[src/rtl/pong_speed_ctrl.sv]
// Game-tick rate controller: start/speed-up/hold sequencing over a shared 32-bit period counter.
// Optional `SPEED_OVERRIDE_EN adds ovr_en/ovr_div to force the divide value at period boundaries.
module pong_speed_ctrl #(
    parameter logic [31:0] BASE_DIV   = 32'd4999,
    parameter logic [31:0] STEP_DIV   = 32'd500,
    parameter logic [31:0] MIN_DIV    = 32'd999,
    parameter logic [3:0]  MAX_LEVEL  = 4'd8,
    parameter logic [7:0]  HOLD_TICKS = 8'd3
) (
    input  logic        clk,
    input  logic        reset,
    input  logic        start,
    input  logic        hit,
    input  logic        miss,
`ifdef SPEED_OVERRIDE_EN
    input  logic        ovr_en,
    input  logic [31:0] ovr_div,
`endif
    output logic        tick,
    output logic [31:0] div_value,
    output logic [3:0]  level,
    output logic        running
);

    typedef enum logic [1:0] {IDLE, RUN, HOLD} state_t;

    state_t      state, state_nxt;
    logic [31:0] cnt;
    logic [3:0]  pend_level;
    logic [3:0]  pend_hit;
    logic [31:0] pend_div;
    logic [7:0]  hold_cnt;
    logic        wrap;

    // Clamp to MIN_DIV before subtracting so a deep level can never underflow the divide value.
    function automatic logic [31:0] div_for_level(input logic [3:0] lvl);
        logic [31:0] drop;
        drop = 32'(lvl) * STEP_DIV;
        if (drop > BASE_DIV - MIN_DIV)
            return MIN_DIV;
        return BASE_DIV - drop;
    endfunction

    assign wrap = (cnt == div_value);

    // NOTE: every signal written in always_comb gets a default first, otherwise a latch is inferred.
    always_comb begin
        pend_hit = pend_level;
        if (state == RUN && hit && !miss)
            pend_hit = (pend_level >= MAX_LEVEL) ? MAX_LEVEL : pend_level + 4'd1;
    end

`ifdef SPEED_OVERRIDE_EN
    always_comb begin
        pend_div = div_for_level(pend_hit);
        if (ovr_en)
            pend_div = (ovr_div < MIN_DIV) ? MIN_DIV : ovr_div;
    end
`else
    assign pend_div = div_for_level(pend_hit);
`endif

    // NOTE: all state is sequential and uses non-blocking assignments with the async reset in the sensitivity list.
    always_ff @(posedge clk or posedge reset) begin
        if (reset)
            state <= IDLE;
        else
            state <= state_nxt;
    end

    always_comb begin
        state_nxt = state;
        case (state)
            IDLE:    if (start) state_nxt = RUN;
            RUN:     if (miss) state_nxt = HOLD;
            HOLD:    if (wrap && hold_cnt == HOLD_TICKS - 8'd1) state_nxt = IDLE;
            default: state_nxt = IDLE;
        endcase
    end

    always_comb begin
        tick    = (state == RUN) && wrap;
        running = (state == RUN);
    end

    always_ff @(posedge clk or posedge reset) begin
        if (reset) begin
            cnt        <= '0;
            div_value  <= BASE_DIV;
            level      <= '0;
            pend_level <= '0;
            hold_cnt   <= '0;
        end else begin
            case (state)
                IDLE: begin
                    cnt <= '0;
                    if (start) begin
                        div_value  <= BASE_DIV;
                        level      <= '0;
                        pend_level <= '0;
                    end
                end
                RUN: begin
                    if (miss) begin
                        cnt        <= '0;
                        div_value  <= BASE_DIV;
                        level      <= '0;
                        pend_level <= '0;
                        hold_cnt   <= '0;
                    end else begin
                        pend_level <= pend_hit;
                        // New rate lands only at the period boundary so no period is cut short.
                        if (wrap) begin
                            cnt       <= '0;
                            div_value <= pend_div;
                            level     <= pend_hit;
                        end else begin
                            cnt <= cnt + 32'd1;
                        end
                    end
                end
                HOLD: begin
                    if (wrap) begin
                        cnt      <= '0;
                        hold_cnt <= hold_cnt + 8'd1;
                    end else begin
                        cnt <= cnt + 32'd1;
                    end
                end
                default: cnt <= '0;
            endcase
        end
    end

endmodule

[config.mk]
export PLATFORM = sky130hd
export DESIGN_NAME = pong_speed_ctrl
export DESIGN_NICKNAME = d
export VERILOG_FILES = /design/src/rtl/pong_speed_ctrl.sv
export SDC_FILE = /design/constraint.sdc
export NUM_CORES = 1
export LEC_CHECK = 0
export BUFFER_PORTS_ARGS = -buffer_cell sky130_fd_sc_hd__buf_2
export CAP_MARGIN = 5
export CORE_MARGIN = 5
export CORE_UTILIZATION = 60
export DETAILED_ROUTE_END_ITERATION = 7
export GPL_TIMING_DRIVEN = 0
export PLACE_DENSITY_LB_ADDON = 0.12
export SYNTH_ARGS = -nofsm -noshare
export SYNTH_HDL_FRONTEND = slang
export SYNTH_SLANG_ARGS = --single-unit
export TNS_END_PERCENT = 5
[constraint.sdc]
create_clock -name clk -period 7.2 [get_ports clk]
set_input_delay 0.72 -clock clk [delete_from_list [all_inputs] [get_ports clk]]
set_output_delay 0.72 -clock clk [all_outputs]
set_load 0.05 [all_outputs]
**After elaboration in Yosys (flattened, before gate mapping)**

Cells that the tools add are included.

- Input bits: 5
- Flip-flop bits (word level): 82
- Logic and storage cells: 59
- Output and inout bits: 38

- Reductions and logical operators: 12
- Eq/ne operators: 9
- Multiply operators: 1
- Magnitude comparators: 2
- Multiplexer cells: 25
- $add $sub $neg: 4

Operators by type and width:

| kind | count |
|---|---|
| $mux 32 | 7 |
| $pmux 32 s2 | 2 |
| $add 32x1->32 const B | 1 |
| $eq 32x32->1 | 1 |
| $mux 4 | 6 |
| $mux 8 | 2 |
| $pmux 4 s2 | 2 |
| $pmux 8 s2 | 1 |
| $sub 13x13->14 const A | 1 |
| $gt 13x12->1 const B | 1 |
| $mul 4x7->11 const B | 1 |
| $reduce_and 3->1 | 3 |
| $add 8x1->8 const B | 1 |
| $eq 8x2->1 const B | 1 |
| $ne 2x2->1 const B | 4 |
| $mux 2 | 3 |
| $pmux 2 s3 | 1 |
| $add 4x1->4 const B | 1 |
| $ge 4x4->1 const B | 1 |
| $logic_and 1x1->1 | 4 |
| $reduce_bool 2->1 | 2 |
| $ne 3x2->1 const B | 1 |
| $eq 2x1->1 const B | 1 |
| $eq 2x2->1 const B | 1 |
| other kinds (4) | 4 |

**Logic depth before layout (Yosys ltp)**

- Depth after elaboration: 11
- Depth in mapped cells: 19
- Depth with buffers taken out: 19

**Worst setup path before layout**

No wires, ideal clock.

- Path kind: register to register
- Start: reg state[1]
- End: reg div_value[10]
- Arrival time: 4,858 ps
- Data required time: 7,079 ps
- Path slack: 2,221 ps
- Stages on the path, launching flop included: 20
- Library setup time: 121 ps
- Buffers on the path: 1
- Period minus slack after synthesis: 4,979 ps
- Cells stage by stage: dfrtp_1 -> inv_1 -> ha_1 -> nand3b_1 -> nor2_1 -> or2_2 -> clkbuf_1 -> inv_1 -> fa_1 -> inv_1 -> fa_1 -> inv_1 -> ha_1 -> o21a_1 -> a21oi_1 -> o21bai_1 -> xnor2_1 -> nor3_1 -> a41o_2 -> a22o_1

- Longest elaborated chain between the ends: 11
- Elaborated cells on any way between the ends: 17
- Those cells by class: add/sub: 1; mul: 1; order compare: 1; eq/ne: 3; mux: 6; reduce/logical: 5

RTL lines:

| what | line | source |
|---|---|---|
| from (decl) | 27 | `state_t state, state_nxt;` |
| from (signal assigned) | 68 | `state <= state_nxt;` |
| $eq 2x1->1 (*) | n/a |  |
| named net running | 22 | `output logic running` |
| $logic_and 1x1->1 (2 in a row) | 49 | `if (state == RUN && hit && !miss)` |
| $mux 4 | 49 |  |
| $mul 4x7->11 | 38 | `drop = 32'(lvl) * STEP_DIV;` |
| $gt 13x12->1 | 39 | `if (drop > BASE_DIV - MIN_DIV)` |
| $mux 1 | 39 |  |
| $mux 32 | 41 | `return BASE_DIV - drop;` |
| $mux 32 | 113 | `if (wrap) begin` |
| $mux 32 | 104 | `if (miss) begin` |
| $pmux 32 s2 | 94 | `case (state)` |
| to (signal assigned) | 115 | `div_value <= pend_div;` |
| to (decl) | 20 | `output logic [31:0] div_value,` |

The timed path passes the listed nets; every way through them passes the cells marked *. The select of a mux whose other input is x is not followed.
A chain may end at the register's enable or synchronous reset.

**Worst setup path after layout**

- Start: reg state[1]
- End: reg div_value[10]

- Longest elaborated chain between the ends: 11
- Elaborated cells on any way between the ends: 17
- Those cells by class: add/sub: 1; mul: 1; order compare: 1; eq/ne: 3; mux: 6; reduce/logical: 5

RTL lines:

| what | line |
|---|---|
| $eq 2x1->1 | 49, 94 |
| $logic_and 1x1->1 (2 in a row) | 49 |
| $mux 4 | 49 |
| $mul 4x7->11 | 38 |
| $gt 13x12->1 | 39 |
| $mux 1 | 39 |
| $mux 32 | 41 |
| $mux 32 | 113 |
| $mux 32 | 104 |
| $pmux 32 s2 | 94 |

Parallel ways exist; a longest one is shown, timed or not. The select of a mux whose other input is x is not followed.

==> metrics.md <==
| Metric | Value |
|---|---|
| Maxcap violations | 0 |
| Fin area | about 4700 sq um |
| Worst IR Drop VDD | 0.000129 V |
| Final #Nets | about 550 |
| # IOs | 43 |
| EDFF count, synth | 0 |
| Yosys top cell by area | dfrtp_1 |
| Synth cell types | 48 |
| Max Slew Vio Count | 0 |
| Gate Count Post-Synth | 457 |
| Routed len/inst | approximately 14 um |
| Mapped cell area | 4170 sq um |
| Outcome | complete, no violations |
| Clock skew | 0.00675 ns |
| Vias per std cell | around 5.5 |
| LEAKAGE | 2.18 nW |
| R2R Setup Slk | 1.96 ns |
| First-pass GRT wire length | 15,200 um |
| R2R cell count | 19 |
| Die ar. | a little under 9000 sq um |
| Post-CTS sizing | 0 |
| DP Area | 4510 sq um |
| Core area | 6790 sq um |
| Critical-path maximum fanout | 8 |
| Initial antenna violation count | 0 |
| Critical path's slowest cell | fa_1 |
| Synth top area cells | dfrtp_1, ha_1, xnor2_1 |
| Worst Setup Start Kind | register |
| Starting Density | 61.3% |
| Count of clock tree sinks | 62 |
| Ys flop type | dfrtp_1 |
| Synth Area per Inst | 9.11 sq um |
| Rows | 30 |
| CTS Buf Count | 9 |
| Hold slack | slightly below 0.4 ns |
| Cell repeated most along the worst path | inv_1 |
| Hold Path Class | primary input to asynchronous set/reset pin |
| DRC errors left | 0 |
| DR iter-0 viols | 131 |
| Critical path required time | about 7.4 ns |
| CTS root buf | clkbuf_8 |
| Tot GR Track Use | around 22% |
| Diodes inserted | 0 |
| Drt pass-1 iters | 4 |
| TNS Setup | 0 ns |
| Clk_lat worst skew | 0.34 ns |
| Seq/Total Area, Yosys | between 30 and 40% |
| PD cells | 196 nW/um^2 |
| Max Freq | about 0.19 GHz |
| Final setup violation count | 0 |
| Worst setup path endpoint | div_value[10] |
| Dpl hpwl | 6590 um |
| Critical path, cell by cell | inv_1 -> ha_1 -> nand3b_1 -> nor2_1 -> or2_2 -> clkbuf_1 -> inv_1 -> fa_1 -> inv_1 -> fa_1 -> inv_1 -> ha_1 -> o21a_1 -> a21oi_1 -> o21bai_1 -> xnor2_1 -> nor3_1 -> a41o_2 -> a22o_1 |
| Hold Violations, Final | 0 |
| YS warnings | 0 |
| CP Class | register to register |
| Die X | 93.3 um |
| Hold-fix buffers, CTS | 0 |
| Reg-to-Reg End | div_value[10] |
| H-tree depth | 3 |
| I/O Buffers | 40 |
| Fillers | approximately 580 |
| CP Capture Type | register |
| Min cycle time layout | 5.24 ns |
| Async SR Flop Fraction | 100% |
| Critical R2R Launch | state[1] |
| P&R area growth vs syn | 12.3% |
| Final ANT Viol Nets | 0 |
| Setup bufs post-CTS | 0 |
| CTS tree | built |
| Worst endpoint data arrival time | 5.47 ns |
| GP Congestion | 0.890 |
| Most frequent cells in the layout | dfrtp_1, nor2_1, buf_2 |
| Max Root-Sink Buffers | 2 |
| Commonest non-fill, non-tap cell in the layout | dfrtp_1 |
| Vias in the first global route | 3,193 |
| Layout cell share with drive strength beyond 1 | 19.6% |
| Largest net degree at the start of global routing | 42 |
| Yosys reg bits | 62 |
| Total grt overflow | 0 |
| Post-synth top area share | 34.2% |
| Worst-margin pin slew | 0.741 ns |
| Worst slew margin | 50.6% |
| Die height | 93.3 um |
| RSZ-0062 raised after global routing | no |
| CP peak stage delay | approximately 0.65 ns |
| Final Cycle Share | approximately 73% |
| Final WL | 8750 um |
| Clk slew on worst S/H paths | 0.07 ns |
| Vias | approximately 3,400 |
| CP Launch Point | state[1] |
[report_power, final]
| part | internal, W | total [W] | switching (W) |
|---|---|---|---|
| Sequential | 0.000362 | 0.000378 | 0.0000152 |
| Clock | 0.000123 | 0.000263 | 0.000139 |
| Combinational | 0.0000891 | 0.000279 | 0.000190 |
[layout make-up]
| class | instances | area, sq um | area share (%) |
|---|---|---|---|
| multi-input cells | 339 | 2290 | 49.0 |
| flip-flops and latches | 62 | 1560 | 33.3 |
| plain buffers | 31 | 221 | 4.74 |
| repair buffers | 41 | 220 | 4.71 |
| clock buffers | 10 | 128 | 2.73 |
| well taps | 96 | 120 | 2.57 |
| inverters | 26 | 97.6 | 2.09 |
| clock inverters | 6 | 38.8 | 0.830 |
[critical path, delay by kind of cell (launching register included)]
| kind | cells | cell delay (ns) |
|---|---|---|
| simple gates | 4 | 0.55 |
| flops | 1 | 0.40 |
| xor+xnor | 1 | 0.43 |
| fa+ha+maj | 4 | 1.85 |
| buf+inv | 5 | 0.78 |
| compound gates | 5 | 1.11 |
[synth_stat cells, drive strengths merged (2+ instances only)]
cell type  instances
nand3             19
a31oi              6
a21oi             20
o21a               2
xor2              18
a22o               5
nand2             39
nor4               9
clkbuf             7
ha                25
xnor2             31
nor3               6
fa                 7
a211oi             4
and3               5
nor2b              3
nand4             18
and4               2
inv               26
or2                4
buf               24
o21ai             28
nor2              50
o211ai             3
and2               3
o211a              2
a21o               2
nand3b             2
nand2b             5
dfstp              5
dfrtp             57
mux2               3
or3                9
[registers in the layout (all words and copies together) (netlist names)]
| signal | flops |
|---|---|
| level | 4 |
| cnt | 32 |
| div_value | 12 |
| hold_cnt | 8 |
| state | 2 |
| pend_level | 4 |
[cells by family after synthesis]
logic type      synth area share [%]
mux                            0.811
fa+ha+maj                       10.9
other cells                   0.0900
xor+xnor                        10.3
flops                           37.4
simple gates                    21.5
compound gates                  11.3
buf+inv                         7.66
[stage by stage]
| step | cells | setup WS (ns) | util (%) | power (W) |
|---|---|---|---|---|
| 3_3_place_gp | 594 | 1.92 | 66.1 | 0.000655 |
| 3_5_place_dp | 595 | 1.90 | 66.4 | 0.000663 |
| 2_1_floorplan | 458 | 2.22 | - | 0.000593 |
| 4_1_cts | 611 | 1.95 | 68.8 | 0.000928 |
| 6_report | 611 | 1.96 | 68.8 | 0.000919 |
| 5_1_grt | 611 | 1.62 | 68.8 | 0.000982 |
[worst min-delay path by stage]
stage | startpoint | to | slack [ns] | cells past startpoint
floorplan | cnt[0] | cnt[0] | 0.45 | 1
global placement | level[3] | level[3] | 0.46 | 2
detailed placement | level[3] | level[3] | 0.47 | 2
CTS | reset | hold_cnt[4] | 0.40 | 2
global route | reset | hold_cnt[4] | 0.42 | 2
finish | reset | hold_cnt[4] | 0.39 | 2
[routing by layer]
layer  global-route usage (%)  vias to the layer above  part of all wire, %  wire (um)
li1                         -                     1662                    -          -
met1                     29.5                     1620                   48       4170
met2                     35.3                       70                   47       4110
met3                     5.39                       10                  4.2        366
met4                     6.59                        0                  1.3        110
met5                        0                        -                    0          0
No activity file was read; power rests on OpenSTA's default activity.
